--- src/rtl/seven_segment_scanner_pkg.sv ---
// ---------------------------------------------------------------------------
// seven_segment_scanner_pkg
//
// Shared definitions for the seven-segment scan driver:
//   - default geometry and timing (digit count, slot length, guard length)
//   - the all-anodes-off pattern, sized for the largest legal display
//   - a small nibble helper used by the leading-zero logic
//
// Users slice SSD_ANODE_OFF down to their own digit count, so one constant
// serves every legal NUM_DIGITS (2..8).
// ---------------------------------------------------------------------------
package seven_segment_scanner_pkg;

  // Default geometry / timing.
  localparam int SSD_NUM_DIGITS  = 4;
  localparam int SSD_REFRESH_DIV = 50000;
  localparam int SSD_GUARD       = 1;
  localparam int SSD_DIV_W       = 16;

  // Largest display this block is meant to scan.
  localparam int SSD_MAX_DIGITS  = 8;

  typedef logic [SSD_MAX_DIGITS-1:0] anode_vec_t;
  typedef logic [3:0]                nibble_t;

  // Anodes are active-low, so "all off" is all ones.
  localparam anode_vec_t SSD_ANODE_OFF = '1;

  // True when a digit holds the value zero.
  function automatic logic nibble_is_zero(input nibble_t n);
    return (n == 4'h0);
  endfunction

endpackage : seven_segment_scanner_pkg

--- src/rtl/seven_segment_scanner_refresh_counter.sv ---
// ---------------------------------------------------------------------------
// seven_segment_scanner_refresh_counter
//
// Scan timebase for the seven-segment scanner. Divides clk into digit slots
// of REFRESH_DIV cycles and steps the digit index once per slot, so a full
// frame is NUM_DIGITS * REFRESH_DIV cycles.
//
// Ports
//   clk         in   1       system clock
//   reset       in   1       synchronous, active-high
//   digit_idx   out  IDX_W   digit currently being scanned (0 = LSD)
//   guard       out  1       first GUARD cycles of a slot (anodes must be off)
//   frame_tick  out  1       last cycle of the last slot of a frame
//
// All outputs are decoded from the counter registers only (Moore).
// ---------------------------------------------------------------------------
module seven_segment_scanner_refresh_counter
  import seven_segment_scanner_pkg::*;
#(
  parameter int NUM_DIGITS  = SSD_NUM_DIGITS,
  parameter int REFRESH_DIV = SSD_REFRESH_DIV,
  parameter int GUARD       = SSD_GUARD,
  parameter int DIV_W       = SSD_DIV_W
) (
  input  logic                          clk,
  input  logic                          reset,
  output logic [$clog2(NUM_DIGITS)-1:0] digit_idx,
  output logic                          guard,
  output logic                          frame_tick
);

  localparam int IDX_W = $clog2(NUM_DIGITS);

  localparam logic [DIV_W-1:0] LAST_CNT = DIV_W'(REFRESH_DIV - 1);
  localparam logic [IDX_W-1:0] LAST_IDX = IDX_W'(NUM_DIGITS - 1);

  logic [DIV_W-1:0] div_cnt;
  logic             slot_end;

  assign slot_end   = (div_cnt == LAST_CNT);
  assign frame_tick = slot_end && (digit_idx == LAST_IDX);

  // NOTE: sequential state is written with non-blocking assignments so every
  // register samples the pre-edge values, independent of statement order.
  always_ff @(posedge clk) begin
    if (reset) begin
      div_cnt   <= '0;
      digit_idx <= '0;
    end else if (slot_end) begin
      div_cnt   <= '0;
      digit_idx <= (digit_idx == LAST_IDX) ? '0 : digit_idx + 1'b1;
    end else begin
      div_cnt   <= div_cnt + 1'b1;
    end
  end

  // With no guard the comparison would be constant-false; tie it off instead.
  generate
    if (GUARD == 0) begin : g_no_guard
      assign guard = 1'b0;
    end else begin : g_guard
      assign guard = (div_cnt < DIV_W'(GUARD));
    end
  endgenerate

endmodule : seven_segment_scanner_refresh_counter

--- src/rtl/seven_segment_scanner.sv ---
// ---------------------------------------------------------------------------
// seven_segment_scanner
//
// Time-multiplexed scan driver for a common-anode multi-digit 7-segment
// display. Sits directly upstream of the segment decoder (which the parent
// instantiates). A frame-synchronous copy of the displayed value is held so
// that a frame never mixes old and new digits: loads are parked in a pending
// register and promoted to the active register on the last cycle of a frame.
//
// Ports
//   clk          in   1              system clock
//   reset        in   1              synchronous, active-high
//   load         in   1              strobe: capture value_in / dp_in
//   value_in     in   4*NUM_DIGITS   packed nibbles, [3:0] = digit 0
//   dp_in        in   NUM_DIGITS     decimal point per digit, 1 = lit
//   blank_lz     in   1              1 = suppress leading zeros (level)
//   nibble_out   out  4              nibble of the scanned digit, to decoder
//   digit_en_n   out  NUM_DIGITS     anode enables, active-low, one-cold
//   dp_out       out  1              decimal point of the scanned digit
//   blank        out  1              1 = scanned digit suppressed
//   frame_tick   out  1              pulse on last cycle of a frame
//   update_pend  out  1              1 = a load is waiting for the frame end
//
// Outputs are decoded from registered state (plus the blank_lz level); while
// reset is high they are forced to the idle pattern.
// ---------------------------------------------------------------------------
module seven_segment_scanner
  import seven_segment_scanner_pkg::*;
#(
  parameter int NUM_DIGITS  = SSD_NUM_DIGITS,
  parameter int REFRESH_DIV = SSD_REFRESH_DIV,
  parameter int GUARD       = SSD_GUARD,
  parameter int DIV_W       = SSD_DIV_W
) (
  input  logic                    clk,
  input  logic                    reset,
  input  logic                    load,
  input  logic [4*NUM_DIGITS-1:0] value_in,
  input  logic [NUM_DIGITS-1:0]   dp_in,
  input  logic                    blank_lz,
  output logic [3:0]              nibble_out,
  output logic [NUM_DIGITS-1:0]   digit_en_n,
  output logic                    dp_out,
  output logic                    blank,
  output logic                    frame_tick,
  output logic                    update_pend
);

  localparam int IDX_W = $clog2(NUM_DIGITS);

  localparam logic [NUM_DIGITS-1:0] ANODE_OFF = SSD_ANODE_OFF[NUM_DIGITS-1:0];

  // -------------------------------------------------------------------------
  // Scan timebase
  // -------------------------------------------------------------------------
  logic [IDX_W-1:0] digit_idx;
  logic             guard;
  logic             tick_raw;

  seven_segment_scanner_refresh_counter #(
    .NUM_DIGITS  (NUM_DIGITS),
    .REFRESH_DIV (REFRESH_DIV),
    .GUARD       (GUARD),
    .DIV_W       (DIV_W)
  ) u_refresh_counter (
    .clk        (clk),
    .reset      (reset),
    .digit_idx  (digit_idx),
    .guard      (guard),
    .frame_tick (tick_raw)
  );

  // -------------------------------------------------------------------------
  // Pending / active value registers
  // -------------------------------------------------------------------------
  logic [4*NUM_DIGITS-1:0] pend_val;
  logic [NUM_DIGITS-1:0]   pend_dp;
  logic [4*NUM_DIGITS-1:0] active_val;
  logic [NUM_DIGITS-1:0]   active_dp;

  // A load coinciding with the frame tick bypasses the pending register and
  // goes straight to active, so it is never left stranded for a whole frame.
  // Any other load simply overwrites the pending copy (last one wins).
  always_ff @(posedge clk) begin
    if (reset) begin
      pend_val    <= '0;
      pend_dp     <= '0;
      active_val  <= '0;
      active_dp   <= '0;
      update_pend <= 1'b0;
    end else if (tick_raw) begin
      if (load) begin
        active_val <= value_in;
        active_dp  <= dp_in;
      end else if (update_pend) begin
        active_val <= pend_val;
        active_dp  <= pend_dp;
      end
      update_pend <= 1'b0;
    end else if (load) begin
      pend_val    <= value_in;
      pend_dp     <= dp_in;
      update_pend <= 1'b1;
    end
  end

  // -------------------------------------------------------------------------
  // Leading-zero detection
  // upper_zero[i] = nibbles i..NUM_DIGITS-1 of the active value are all zero.
  // Built by sweeping down from the most significant digit.
  // -------------------------------------------------------------------------
  logic [NUM_DIGITS-1:0] upper_zero;
  logic                  zero_run;
  logic                  lz_blank;

  // NOTE: every signal assigned in an always_comb gets a default before any
  // conditional logic, otherwise a missed path would infer a latch.
  always_comb begin
    upper_zero = '0;
    zero_run   = 1'b1;
    for (int i = NUM_DIGITS - 1; i >= 0; i--) begin
      zero_run      = zero_run & nibble_is_zero(active_val[4*i +: 4]);
      upper_zero[i] = zero_run;
    end
  end

  // Digit 0 always shows, so a value of zero still displays a single "0".
  assign lz_blank = blank_lz && (digit_idx != '0) && upper_zero[digit_idx];

  // -------------------------------------------------------------------------
  // Output mux
  // -------------------------------------------------------------------------
  always_comb begin
    nibble_out = '0;
    dp_out     = 1'b0;
    blank      = 1'b1;
    frame_tick = 1'b0;
    digit_en_n = ANODE_OFF;
    if (!reset) begin
      nibble_out = active_val[{digit_idx, 2'b00} +: 4];
      blank      = lz_blank;
      frame_tick = tick_raw;
      dp_out     = active_dp[digit_idx] && !guard && !lz_blank;
      if (!guard && !lz_blank) begin
        digit_en_n = ~(NUM_DIGITS'(1) << digit_idx);
      end
    end
  end

endmodule : seven_segment_scanner

--- config.mk ---
export PLATFORM = sky130hd
export DESIGN_NAME = seven_segment_scanner
export DESIGN_NICKNAME = d
export VERILOG_FILES = /design/src/rtl/seven_segment_scanner_pkg.sv /design/src/rtl/seven_segment_scanner_refresh_counter.sv /design/src/rtl/seven_segment_scanner.sv
export SDC_FILE = /design/constraint.sdc
export NUM_CORES = 1
export LEC_CHECK = 0
export ABC_AREA = 1
export BUFFER_PORTS_ARGS = -buffer_cell sky130_fd_sc_hd__buf_2
export CAP_MARGIN = 30
export CORE_ASPECT_RATIO = 1.2
export CORE_UTILIZATION = 55
export CTS_BUF_LIST = sky130_fd_sc_hd__clkbuf_2
export DETAILED_ROUTE_END_ITERATION = 10
export PLACE_DENSITY_LB_ADDON = 0.12
export REMOVE_ABC_BUFFERS = 1
export SYNTH_ARGS = -nofsm -noshare
export SYNTH_HDL_FRONTEND = slang
export SYNTH_SLANG_ARGS = --single-unit
--- constraint.sdc ---
create_clock -name clk -period 2.3 [get_ports clk]
set_input_delay 0.23 -clock clk [delete_from_list [all_inputs] [get_ports clk]]
set_output_delay 0.23 -clock clk [all_outputs]
set_load 0.01 [all_outputs]
== Yosys cells after proc, flatten, opt, wreduce, memory -nomap -nowiden ==
Cells that the tools add are included.
Cells by class
  add/sub/neg operators: 2
  $lt $le $gt $ge: 2
  equal/unequal tests: 2
  shift-type cells: 2
  muxes and demuxes: 15
  bitwise operators: 5
  reductions and logical operators: 18
Operator list (number)
  two-way mux 16 bit: 2
  two-way mux 4 bit: 5
  adder 16 x 1 -> 16 bit (second input constant): 1
  equality test 16 bit (second input constant): 1
  zero test 4 bit: 4
  less-than comparator 16 x 1 -> 1 bit (second input constant): 1
  variable part select 16 x 5 -> 4 bit: 1
  logical AND 1 bit: 6
  two-way mux 1 bit: 5
  binary-select mux 1 bit (select 2 bit): 2
  inverter 4 bit: 1
  AND reduction 2 bit: 2
  nonzero test 2 bit: 2
  OR reduction 2 bit: 2
  << shifter 1 x 2 -> 4 bit (first input constant): 1
  bitwise AND 1 bit: 3
  less-than comparator 2 x 3 -> 1 bit (second input constant): 1
  adder 2 x 1 -> 2 bit (second input constant): 1
  equality test 2 bit (second input constant): 1
  zero test 1 bit: 2
  two-way mux 2 bit: 1
  inverter 1 bit: 1
Storage, ports and cells
  flip-flop bits (word level): 59
  bits of input ports: 24
  output and inout port bits: 12

== Logic depth before layout (Yosys ltp) ==
Gate-level depths: netlist of the first run.
  depth in word-level cells: 11
  mapped depth: 9
  gate-level depth less buffers: 8

== Modules after synthesis ==
A second synthesis of the first run with hierarchy kept.
Second synthesis, totals
  cell total of the unflattened synthesis: 412
  area total of the unflattened synthesis: 2910.3 um^2
Modules (own cells, without submodules)
  seven_segment_scanner: instances 1, cells an instance 268, area an instance 1900.6 um^2, sequential area each 820.8 um^2
  seven_segment_scanner_refresh_counter: instances 1, cells an instance 144, area an instance 1009.7 um^2, sequential area each 360.3 um^2

== Least setup slack after synthesis of the first run ==
Ideal clock, no wire load.
  kind: register to output
  from: register u_refresh_counter.digit_idx[1]
  to: output dp_out
  data arrival time: 1.474 ns
  setup slack: 0.596 ns
  stages on the path, launching flop included: 9
  path buffers: 0
  cell sequence: dfxtp_1 clkinv_1 ha_1 nor2_1 nand4_1 a21oi_1 nand2_1 nand2_1 nor2_1
On the way
  longest elaborated chain between the ends: 6
  elaborated cells on any way between the ends: 11
  classes of those cells: mux: 5; reduce/logical: 6
Ends and longest elaborated chain
  start: declaration: line seven_segment_scanner_refresh_counter.sv:27  | output logic [$clog2(NUM_DIGITS)-1:0] digit_idx,
  start signal: assignment: line seven_segment_scanner_refresh_counter.sv:51  | digit_idx <= (digit_idx == LAST_IDX) ? '0 : digit_idx + 1'b1;
  binary-select mux 1 bit (select 2 bit) / nonzero test 2 bit (equally long branches): line seven_segment_scanner.sv:128  | assign lz_blank = blank_lz && (digit_idx != '0) && upper_zero[digit_idx];
  two-way mux 1 bit (implied by the code) / logical AND 1 bit (equally long branches): line seven_segment_scanner.sv:128
  logical AND 1 bit: line seven_segment_scanner.sv:128
  zero test 1 bit: line seven_segment_scanner.sv:143  | dp_out = active_dp[digit_idx] && !guard && !lz_blank;
  logical AND 1 bit *: line seven_segment_scanner.sv:143
  two-way mux 1 bit *: line seven_segment_scanner.sv:139  | if (!reset) begin
  end: declaration: line seven_segment_scanner.sv:43  | output logic dp_out,
Mark *: on every way between the ends. The rest lies on a longest branch, timed or not. The select of a mux whose other input is x is not followed.

== Worst setup path after layout of the first run ==
  from: register u_refresh_counter.div_cnt[1]
  to: output frame_tick
On the way
  longest elaborated chain between the ends: 3
Ends and longest elaborated chain
  start: declaration: line seven_segment_scanner_refresh_counter.sv:37  | logic [DIV_W-1:0] div_cnt;
  start signal: assignment: line seven_segment_scanner_refresh_counter.sv:53  | div_cnt <= div_cnt + 1'b1;
  equality test 16 bit: line seven_segment_scanner_refresh_counter.sv:40  | assign slot_end = (div_cnt == LAST_CNT);
  logical AND 1 bit: line seven_segment_scanner_refresh_counter.sv:41  | assign frame_tick = slot_end && (digit_idx == LAST_IDX);
  two-way mux 1 bit: line seven_segment_scanner.sv:139
  end: declaration: line seven_segment_scanner.sv:45  | output logic frame_tick,
Every way passes these cells.

==> results by group, run 1 <==
Placement
  – Pre-CTS WS: 0.397 ns
  – Final GP Congestion: 0.949
  – Dpl hpwl: 4940 µm
  – Placed Instances: 599
  – IO Port Bufs: 35

Detailed routing
  – Initial drt markers: 96
  – Total Routed Length: 7160 µm
  – Drt drc: 0
  – Drt first pass iters: 4
  – Post-DR vias/cell: 5.00
  – Total number of vias: 3118
  – WL/cell: 11.5 µm
  – Routed Antenna Nets: 0

Global routing
  – Initial antenna violation count: 0
  – Global route overflow: 0
  – Largest net degree at the start of global routing: 42
  – First-pass GRT wire length: 12200 µm
  – All-layer global routing usage: 0.253
  – GR Layer Usage met3: 0.0512
  – Met2 usage: 0.422
  – Met1 Usage GRT: 0.299
  – Vias in the first global route: 2798
  – Gr busiest metal: met2

Clock network
  – Clock Path Buffers: 2
  – TritonCTS clock tree: built
  – Root buf cell: clkbuf_2
  – Worst skew pair latency: 0.48 ns
  – Reg clk slew, reported paths: 0.16 ns
  – Sink Count: 59
  – H-tree depth: 3
  – Post-CTS Hold Fix Bufs: 0
  – Num CTS Buffers: 9

STA
  – Period utilization: 0.903
  – FMAX: 482 MHz
  – Clk_skew: 0.0178 ns
  – Max transition margin: 0.628
  – Pins Over Slew Limit: 0
  – Hold WS: 0.0585 ns
  – Min setup slack post-route: 0.224 ns
  – Fin crit period: 2.08 ns
  – Worst slew pin tran: 0.558 ns
  – RSZ-0062 raised after global routing: false
  – # setup viols final: 0
  – Setup tns final: 0 ns
  – Final hold violation count: 0

Setup path
  – Maximum net fanout on the critical path: 5
  – Worst path arrival time: 1.85 ns
  – Critical-path cell list: ha_1 > nand3_2 > nor2_4 > nand3_4 > nor2_1 > buf_2
  – Critical path's slowest cell: dfxtp_1
  – Reg-to-Reg Start: u_refresh_counter.div_cnt[1]
  – R2r endpoint: active_val[6]
  – Crit end category: output pin
  – CP peak stage delay: 0.41 ns
  – Critical path class: reg -> out
  – Worst endpoint required time: 2.07 ns
  – R2R setup slack: 0.42 ns
  – R2R cell count: 7
  – Worst Setup Start Kind: flip-flop

Logic synthesis
  – Synth Register Bits: 59
  – Sequential fraction of the synthesis area: 0.360
  – Cells after Synth: 500
  – Synth cell types: 27
  – Mapped Area: 3280 µm²
  – Mean area per synthesized cell: 6.56 µm²
  – Ys Warns: 0

Die
  – Top Ports: 36
  – Starting Density: 0.575
  – Die Y-Extent: 86.6 µm
  – Die ar.: 6270 µm²
  – Die width: 72.5 µm
  – Core Rows: 30
  – Core area: 5710 µm²

Power and ir drop
  – Pleak: 1.73 nW
  – Maximum vdd drop: 0.381 mV
  – Pwr per Cell Area: 487 nW/µm²

Layout
  – Fin util: 0.636
  – Multi-input gate area: 1710 µm²
  – FF/Latch Area: 1190 µm²
  – P&R area growth vs syn: 10.6%
  – Number of diodes: 0
  – Fin nets: 569
  – Final cell count without fillers: 624
  – Layout cell share with drive strength beyond 1: 0.180
  – FILL cells: 576

Min path
  – Hold_sp: value_in[9]
  – Hold crit path type: in -> reg
  – Worst hold path cell count: 5
  – Worst Hold Endpoint: pend_val[9]

Status
  – Outcome: finished clean

Run
  – Max cap viols: 0
==> kinds of logic after synthesis <==
family / count (synthesis) / synth area share
adders and majority gates: 6 / 0.0229
xor gates and xnor gates: 4 / 0.0107
DFF: 59 / 0.360
buffers and inverters: 90 / 0.124
and+or+nand+nor: 260 / 0.342
AOI/OAI and AO/OA: 81 / 0.139
==> cells in the final DEF, fill, tap and decap left out, types with 2 or more instances in the layout <==
| cell | instances |
|---|---|
| clkinv_2 | 3 |
| dfxtp_1 | 56 |
| nor2_1 | 86 |
| nand2_2 | 4 |
| nand3b_1 | 3 |
| dfxtp_4 | 2 |
| inv_1 | 63 |
| o21ai_0 | 33 |
| xor2_1 | 3 |
| nand4_1 | 8 |
| nand3_1 | 34 |
| nand3_2 | 2 |
| buf_2 | 35 |
| nand2_1 | 115 |
| a21oi_1 | 33 |
| nor2_4 | 3 |
| clkbuf_2 | 13 |
| a21oi_2 | 14 |
| buf_4 | 17 |
| ha_1 | 5 |
| nor3_1 | 3 |
==> cells in the mapped netlist <==
library cell | n | share of area
nand3b_1 | 3 | 0.0069
o211ai_1 | 1 | 0.0023
nand3_4 | 1 | 0.0053
clkbuf_1 | 8 | 0.0092
nand3_2 | 1 | 0.0031
nand2_2 | 2 | 0.0038
clkbuf_8 | 2 | 0.0084
inv_1 | 63 | 0.072
nor2_4 | 3 | 0.010
nor3b_1 | 1 | 0.0023
nand4_1 | 8 | 0.015
buf_2 | 10 | 0.015
nand2_1 | 117 | 0.13
nor2_1 | 86 | 0.098
buf_6 | 5 | 0.017
xnor2_1 | 1 | 0.0027
dfxtp_1 | 59 | 0.36
a21oi_1 | 34 | 0.052
nand4_4 | 1 | 0.0065
a21oi_2 | 13 | 0.035
ha_1 | 6 | 0.023
o21ai_0 | 33 | 0.050
nand3_1 | 34 | 0.052
clkinv_1 | 1 | 0.0011
nor3_1 | 3 | 0.0046
inv_2 | 1 | 0.0011
xor2_1 | 3 | 0.0080
==> metal layers <==
metal  vias to the layer above  routed length [µm]
li1                       1648                   -
met1                      1390                3200
met2                        64                3500
met3                        16                 286
met4                         0                 170
met5                         -                   0
==> worst max-delay path by stage <==
stage | from | endpoint | slack, ns | cells past startpoint
6_report | u_refresh_counter.div_cnt[1] | frame_tick | 0.22 | 6
5_1_grt | u_refresh_counter.digit_idx[1] | dp_out | 0.02 | 9
4_1_cts | u_refresh_counter.digit_idx[0] | dp_out | 0.002 | 9
3_5_place_dp | u_refresh_counter.digit_idx[0] | dp_out | 0.40 | 9
3_3_place_gp | u_refresh_counter.digit_idx[0] | dp_out | 0.40 | 9
2_1_floorplan | u_refresh_counter.digit_idx[0] | dp_out | 0.49 | 8
==> critical path, delay by kind of cell, from the launching register on <==
family	cells	cell delay [ns]
AND/OR/NAND/NOR	4	0.61
adder cells (fa/ha/maj)	1	0.22
flip-flops	1	0.41
buffers and inverters	1	0.13
==> report_power, final <==
part | switching, mW | internal (mW) | total [mW]
logic | 0.104 | 0.0697 | 0.173
clock network | 0.367 | 0.156 | 0.523
registers | 0.0200 | 1.05 | 1.07
total | 0.491 | 1.28 | 1.77
==> state kept, by name (all words and copies together), names as in the netlist <==
register and flops:
update_pend 1, pend_val 16, pend_dp 4, active_val 16, u_refresh_counter.digit_idx 2, active_dp 4
u_refresh_counter.div_cnt 16
==> repair_timing <==
item,in CTS,in global routing
buffers inserted,0,8
setup endpoints to repair,6,6
cloned,1,0
gates resized for setup,2,7
pin swaps,1,3
==> stage by stage <==
stage / power [mW] / instance area, µm²
global route: 1.87 / 3630
CTS: 1.79 / 3550
finish: 1.77 / 3630
detailed placement: 1.27 / 3460
global placement: 1.26 / 3460
floorplan: 1.20 / 3110
==> cell type report <==
type | instances | area share
clock inverters | 3 | 0.00414
clock buffers | 13 | 0.0179
repair buffers | 52 | 0.0835
inverters | 65 | 0.0673
well taps | 80 | 0.0276
flip-flops and latches | 59 | 0.328
multi-input cells | 352 | 0.472
Note: power is estimated with default switching activity, not from simulation.
==> run 2, diff against run 1 <==
Settings changed: CORE_ASPECT_RATIO 1.2 to not set, CTS_BUF_LIST sky130_fd_sc_hd__clkbuf_2 to sky130_fd_sc_hd__clkbuf_4 sky130_fd_sc_hd__clkbuf_8, SLEW_MARGIN set to 30.
==> results by group, run 2 (same netlist as run 1, synthesis figures left out) <==
STA
  – Final hold violation count: 0
  – # setup viols final: 0
  – RSZ-0062 raised after global routing: false
  – Pins Over Slew Limit: 0
  – FMAX: 472 MHz
  – Hold WS: 0.216 ns
  – Worst slew pin tran: 0.544 ns
  – Period utilization: 0.922
  – Fin crit period: 2.12 ns
  – Clk_skew: 0.00909 ns
  – Max transition margin: 0.636
  – Setup tns final: 0 ns

Power and ir drop
  – Logic pwr share: 0.083
  – Pleak: 1.74 nW
  – Maximum vdd drop: 0.359 mV
  – Internal: 1.61 mW
  – Clock Power Share: 0.416
  – Pwr per Cell Area: 583 nW/µm²
  – Switching portion of total power: 0.248
  – Flop pwr share: 0.502
  – Switching power: 0.530 mW

Layout
  – Fin nets: 563
  – Layout cell share with drive strength beyond 1: 0.162
  – Number of diodes: 0
  – Design area: 3660 µm²
  – Most common cell after layout, fill and taps aside: nand2_1
  – Commonest cells after routing, fill and taps aside: 117 x nand2_1, 86 x nor2_1, 63 x inv_1
  – Largest regs: active_val x16, pend_val x16, u_refresh_counter.div_cnt x16
  – P&R area growth vs syn: 11.7%

Setup path
  – Maximum net fanout on the critical path: 9
  – Worst Setup Start Kind: flip-flop
  – Crit end category: output pin
  – Worst path arrival time: 1.89 ns
  – Critical path class: reg -> out
  – Worst endpoint required time: 2.07 ns

Detailed routing
  – Initial drt markers: 114
  – Post-DR vias/cell: 5.05
  – Total Routed Length: 7070 µm
  – WL/cell: 11.6 µm
  – Drt drc: 0
  – Routed Antenna Nets: 0
  – Drt first pass iters: 4
  – Total number of vias: 3079

Placement
  – Dpl hpwl: 4870 µm
  – IO Port Bufs: 35
  – Placed Area: 3460 µm²
  – Final GP Congestion: 0.871

Die
  – Die Y-Extent: 79.2 µm
  – Top Ports: 36
  – Core area: 5640 µm²
  – Die width: 79.2 µm
  – Core Rows: 27
  – Starting Density: 0.581
  – Die ar.: 6270 µm²

Clock network
  – TritonCTS clock tree: built
  – Post-CTS Hold Fix Bufs: 0
  – Sink Count: 59
  – H-tree depth: 3
  – Reg clk slew, reported paths: 0.07 ns
  – Num CTS Buffers: 9
  – Root buf cell: clkbuf_8
  – Worst skew pair latency: 0.34 ns
  – Clock Path Buffers: 2

Status
  – Outcome: finished clean

Min path
  – Hold crit path type: in -> reg

Global routing
  – Vias in the first global route: 2782
  – Largest net degree at the start of global routing: 41
  – Initial antenna violation count: 0
  – First-pass GRT wire length: 12200 µm
  – All-layer global routing usage: 0.247
  – Global route overflow: 0

Run
  – Max cap viols: 0
## run 2: cell types whose count changed in the layout (fill, tap and decap cells not counted), moves of 2 or more
| cell | delta |
|---|---|
| clkbuf_2 | -13 |
| clkbuf_8 | +11 |
| buf_4 | -6 |
| clkbuf_4 | +3 |
| nand2_1 | +2 |
| nand2_2 | -2 |
## run 2: per-layer routing
metal	share of wire	track usage
met2	0.46	0.407
met5	0	0
met3	0.046	0.0402
met4	0.023	0.115
met1	0.47	0.314
## run 2: final cells by class
cell class	count	area, µm²
Fill cell	560	1980
Tap cell	72	90.1
Clock buffer	14	174
Sequential cell	59	1190
Inverter	65	244
Timing Repair Buffer	46	258
Clock inverter	2	10.0
Multi-Input combinational cell	352	1700
## run 2: stage by stage
stage                util  power, mW  instances  worst slack [ns]
floorplan               -       1.20        475             0.492
global placement    0.614       1.27        593             0.372
detailed placement  0.614       1.27        593             0.338
CTS                 0.646       2.15        609            0.0616
global route        0.649       2.22        610            0.0154
finish              0.649       2.14        610             0.180
## run 2: final timing paths
path	startpoint	end	slack, ns	cells past startpoint
max	u_refresh_counter.digit_idx[1]	digit_en_n[2]	0.18	8
min	value_in[5]	pend_val[5]	0.22	5
max reg2reg	u_refresh_counter.div_cnt[0]	active_val[2]	0.39	6
min reg2reg	u_refresh_counter.div_cnt[0]	u_refresh_counter.div_cnt[0]	0.48	1
## run 2: worst max-delay path: stages (launching register included)
cell and delay (ns):
dfxtp_2 0.42, clkinv_1 0.11, ha_1 0.22, nor2_1 0.14, nand4_1 0.10, a21oi_1 0.14, nand2_1 0.14, nand3b_1 0.14
buf_2 0.14
## run 2: repair_timing
item | in CTS | in global routing
setup endpoints to repair | 2 | 6
cloned | 0 | 1
buffers inserted | 0 | 0
resized for setup | 1 | 2
pin swaps | 0 | 0
## run 2: power groups by stage
stage	Clock, mW	Combinational [mW]	Sequential, mW
floorplan	0	0.109	1.09
global placement	0	0.173	1.09
detailed placement	0	0.177	1.10
CTS	0.899	0.178	1.07
global route	0.941	0.205	1.07
finish	0.887	0.177	1.07
